`config.mk`:
```
export PLATFORM = sky130hd
export DESIGN_NAME = if_fetch_stage
export DESIGN_NICKNAME = d
export VERILOG_FILES = /design/src/rtl/if_fetch_stage.sv
export SDC_FILE = /design/constraint.sdc
export NUM_CORES = 1
export LEC_CHECK = 0
export CAP_MARGIN = 30
export CORE_MARGIN = 1.5
export CORE_UTILIZATION = 58
export CTS_BUF_LIST = sky130_fd_sc_hd__clkbuf_4
export CTS_CLUSTER_SIZE = 24
export DETAILED_ROUTE_END_ITERATION = 8
export PLACE_DENSITY = 0.88
export SYNTH_ARGS = -nofsm -noshare
export SYNTH_HDL_FRONTEND = slang
export SYNTH_SLANG_ARGS = --single-unit
```
`constraint.sdc`:
```
create_clock -name clk -period 14.95 [get_ports clk]
set_clock_uncertainty 0.05 [all_clocks]
set_input_delay 2.99 -clock clk [delete_from_list [all_inputs] [get_ports clk]]
set_output_delay 2.99 -clock clk [all_outputs]
set_load 0.01 [all_outputs]
```
`src/rtl/if_fetch_stage.sv`:
```
// Instruction-fetch stage: owns the fetch PC, drives a single-outstanding
// req/ack instruction-memory port and buffers returned instructions with
// their PCs in a 2-entry queue feeding the IF/ID register.
module if_fetch_stage #(
  parameter int unsigned            PC_WIDTH    = 32,
  parameter int unsigned            INSTR_WIDTH = 64,
  parameter logic [PC_WIDTH-1:0]    RESET_PC    = '0,
  parameter int unsigned            PC_STEP     = 8
) (
  input  logic                   clk,
  input  logic                   reset,
  input  logic                   stall,
  input  logic                   redirect,
  input  logic [PC_WIDTH-1:0]    redirect_pc,
  output logic                   imem_req,
  output logic [PC_WIDTH-1:0]    imem_addr,
  input  logic                   imem_ack,
  input  logic [INSTR_WIDTH-1:0] imem_rdata,
  output logic                   instr_valid,
  output logic [INSTR_WIDTH-1:0] instr_out,
  output logic [PC_WIDTH-1:0]    pc_out
);

  localparam int unsigned         ALIGN_BITS = $clog2(PC_STEP);
  localparam logic [PC_WIDTH-1:0] ALIGN_MASK = {PC_WIDTH{1'b1}} << ALIGN_BITS;
  localparam logic [PC_WIDTH-1:0] STEP       = PC_WIDTH'(PC_STEP);

  typedef enum logic {
    S_FETCH,
    S_DISCARD
  } state_e;

  state_e                 state_q, state_d;
  logic [PC_WIDTH-1:0]    fetch_pc_q, fetch_pc_d;
  logic [PC_WIDTH-1:0]    target_q, target_d;
  logic [1:0]             count_q, count_d;
  logic                   head_q, head_d;
  logic                   tail_q, tail_d;
  logic [PC_WIDTH-1:0]    q_pc_q    [2];
  logic [INSTR_WIDTH-1:0] q_instr_q [2];

  logic                   req_int;
  logic                   push;
  logic                   pop;
  logic [PC_WIDTH-1:0]    redirect_aligned;

  // Request is held through DISCARD so the stale access can complete;
  // in FETCH it is raised only while the queue has room.
  assign req_int          = (state_q == S_DISCARD) || (count_q != 2'd2);
  assign imem_req         = req_int && !reset;
  assign imem_addr        = fetch_pc_q;
  assign redirect_aligned = redirect_pc & ALIGN_MASK;

  assign instr_valid = (count_q != 2'd0);
  assign instr_out   = instr_valid ? q_instr_q[head_q] : '0;
  assign pc_out      = instr_valid ? q_pc_q[head_q]    : '0;

  assign push = (state_q == S_FETCH) && req_int && imem_ack && !redirect;
  assign pop  = instr_valid && !stall && !redirect;

  // Next-state: redirect flushes and retargets; otherwise advance fetch PC
  // and queue occupancy.
  always_comb begin
    state_d    = state_q;
    fetch_pc_d = fetch_pc_q;
    target_d   = target_q;
    count_d    = count_q;
    head_d     = head_q;
    tail_d     = tail_q;

    if (redirect) begin
      count_d  = 2'd0;
      head_d   = 1'b0;
      tail_d   = 1'b0;
      target_d = redirect_aligned;
      // A pending access that is not completing now must be allowed to
      // finish with its old address; its data is dropped in DISCARD.
      if (!req_int || imem_ack) begin
        fetch_pc_d = redirect_aligned;
        state_d    = S_FETCH;
      end else begin
        state_d    = S_DISCARD;
      end
    end else begin
      unique case (state_q)
        S_FETCH: begin
          if (req_int && imem_ack) begin
            fetch_pc_d = fetch_pc_q + STEP;
          end
        end
        S_DISCARD: begin
          if (imem_ack) begin
            fetch_pc_d = target_q;
            state_d    = S_FETCH;
          end
        end
        default: state_d = S_FETCH;
      endcase

      if (push) begin
        tail_d = ~tail_q;
      end
      if (pop) begin
        head_d = ~head_q;
      end
      count_d = count_q + {1'b0, push} - {1'b0, pop};
    end
  end

  // Control state register.
  always_ff @(posedge clk or posedge reset) begin
    if (reset) begin
      state_q    <= S_FETCH;
      fetch_pc_q <= RESET_PC;
      target_q   <= RESET_PC;
      count_q    <= 2'd0;
      head_q     <= 1'b0;
      tail_q     <= 1'b0;
    end else begin
      state_q    <= state_d;
      fetch_pc_q <= fetch_pc_d;
      target_q   <= target_d;
      count_q    <= count_d;
      head_q     <= head_d;
      tail_q     <= tail_d;
    end
  end

  // Queue storage: write the acknowledged instruction at the tail.
  always_ff @(posedge clk or posedge reset) begin
    if (reset) begin
      for (int unsigned i = 0; i < 2; i++) begin
        q_pc_q[i]    <= '0;
        q_instr_q[i] <= '0;
      end
    end else if (push) begin
      q_pc_q[tail_q]    <= fetch_pc_q;
      q_instr_q[tail_q] <= imem_rdata;
    end
  end

endmodule

```
==> reports/results.ini <==
[floorplan]
io_pins = 231
dieArea_mm2 = 0.0219
die_x_um = 148
fp-row-count = 52
fp.coreArea_mm2 = 0.0204
die_h_um = 148
start_util_pct = 59.6

[synthesis]
synthTopCellsByArea = dfrtp_1 (51%), mux2_4 (11%), mux2_2 (9.4%), mux2i_1 (7.8%), nor2_1 (3.7%)
ys_types = 57
synthDominantCellAreaShare_pct = 51.2
syn_inst = 1015
netlist_area_mm2 = 0.0122
synth_sequential_area_ratio_pct = 51.2
syn_avg_cell_area_um2 = 12.0
yosysTopAreaCell = dfrtp_1
synth_edf_count = 0
synthArstFlopShare_pct = 100
synth_warnings = 0
synth_seq_cells = 249
synth_ff_type = dfrtp_1

[routing]
dr.first_iter.drc_count = 438
drc = 0
vias = 8723
ant_nets = 0
finalWirelength_mm = 28.8
drtPass1Iterations = 6
drt-wirelength-per-cell_um = 18.6
viasPerCell = 5.63

[sta]
post-route-period-util_pct = 48.4
rsz0062_at_grt = false
tightest_slew_ps = 899
finalHoldViolCount = 0
worst_slack_ps = 7710
slew_violations = 0
finalCriticalPeriod_ps = 7240
setup_viol = 0
timing.fmax_ghz = 0.138
relSlewSlack_pct = 40.1
tns_ps = 0

[critical_path]
cp_slowest_stage_delay_ps = 540
crit_arrival_ps = 4200
critPathMaxFanout = 2
cp_slowest_cell = clkdlybuf4s50_1
cp_data_required_time_ps = 11910
cp.buffers_inverters = 2
start_kind = primary input
cp_cell_sequence = clkdlybuf4s50_1, nor2_1, clkdlybuf4s50_1
cp_common_cell = clkdlybuf4s50_1
rrSetupSlack_ps = 11690
path_class = primary input to output pin
cp_top_family = buffers and inverters
end_kind = output pin

[pwr]
p_leak_nw = 6.67
vdd_ir_drop_max_mv = 0.0906
powerDensity_mw_per_mm2 = 161

[placed_design]
port_buffers = 221
hpwl_mm = 18.7
placed_cell_area_mm2 = 0.0144
place_ws_ps = 7720
gp_congestion = 0.874

[run]
cap_viol_max_count = 0

[finish]
final_area_mm2 = 0.0153
final_common_cell = dfrtp_1
area_growth_pct = 25.3
nNetsFinal = 1347
fin_util_pct = 74.7
mostFrequentLayoutCells = dfrtp_1 (248), clkdlybuf4s50_1 (220), nor2_1 (118)
drive_above_1_share_pct = 24.7

[clock_network]
cts_made_buffers = 67
cts-resized-gates = 0
clock-root-buffer = clkbuf_4
cts_sinks = 249
clk_latency_ps = 680
hold_buffers = 0
clk_transition_reported_paths_ps = 60
cts_tree = built
h-tree-depth = 3
postCtsSetupBuffers = 0
clockBufferDepth = 3

[grt]
grt_pass1_wl_mm = 46.6
grt_pass1_vias = 9025
antenna_found_initial = 2
grt_max_degree = 113
gr-total-overflow = 0
track_usage_pct = 26.6

[min_path]
hold_class = register to register

[outcome]
outcome = completed

sequential cells by signal, indices dropped and copies added, names as in the netlist:
signal and count:
target_q 29, q_instr_q 128, count_q 2, imem_addr 29
state_q 1, head_q 1, q_pc_q 58, tail_q 1
synthesized netlist by cell type (3+ instances only):
library cell,number
a21oi_1,23
a221oi_1,3
a22o_1,3
a22oi_1,4
a311oi_1,4
a31oi_1,3
a41oi_1,3
and3_1,3
buf_1,3
buf_2,35
buf_4,12
buf_6,9
clkbuf_1,21
dfrtp_1,249
ha_1,3
inv_1,25
mux2_2,102
mux2_4,87
mux2i_1,95
nand2_1,51
nand2b_1,3
nand3_1,19
nand4_1,13
nand4b_1,4
nor2_1,119
nor2b_1,3
nor3_1,7
o211ai_1,7
o21ai_0,45
o21ai_1,7
o22ai_1,5
xnor2_1,7
xor2_1,6
per-stage QoR:
| step | std cells | hold slack [ps] | total power, mW |
|---|---|---|---|
| 6_report | 1549 | 437 | 2.45 |
| 5_1_grt | 1549 | 463 | 2.60 |
| 4_1_cts | 1546 | 443 | 2.47 |
| 3_5_place_dp | 1444 | 423 | 1.86 |
| 3_3_place_gp | 1442 | 412 | 1.81 |
| 2_1_floorplan | 1020 | 400 | 1.56 |
kinds of logic after synthesis:
kind of cell / Yosys count / synth area share (%)
other cells: 1 / 0.0308
compound gates: 124 / 6.34
flops: 249 / 51.2
xor+xnor: 13 / 0.935
buf+inv: 105 / 4.52
simple gates: 236 / 8.74
fa+ha+maj: 3 / 0.308
mux: 284 / 28.0
worst reg2reg max path, delay by kind of cell, from the launching register on:
| family | cells | cell delay [ps] |
|---|---|---|
| flip-flops | 1 | 330 |
| AND/OR/NAND/NOR | 3 | 960 |
| multiplexers | 1 | 390 |
| buffers and inverters | 3 | 1400 |
area by class of cell:
cell class,count,area [µm²]
tap,270,338
timing repair buffer,234,2340
inverter,25,101
sequential,249,6230
multi-input combinational,666,5430
clock buffer,92,691
fill,1367,5160
antenna,3,7.51
clock inverter,10,118
layer usage:
metal	GRT usage, %	wire length, µm	vias up
li1	-	-	4036
met4	8.42	444	0
met5	0	0	-
met3	6.79	2030	43
met1	36.2	12400	4325
met2	42.2	13900	319
path summary, 6_finish.rpt:
check | start | endpoint | cells past startpoint
max | reset | imem_req | 3
min | q_pc_q[26] | q_pc_q[26] | 2
max reg2reg | state_q | q_instr_q[72] | 7
min reg2reg | q_pc_q[26] | q_pc_q[26] | 2
max in group asynchronous | reset | head_q | 3
min in group asynchronous | reset | imem_addr[12] | 2
report_power, final:
part           internal (mW)  switching (mW)
clock network          0.332           0.271
registers              0.921           0.176
logic                  0.459           0.297
total                   1.71           0.743
Power figures use the tool's default switching activity.
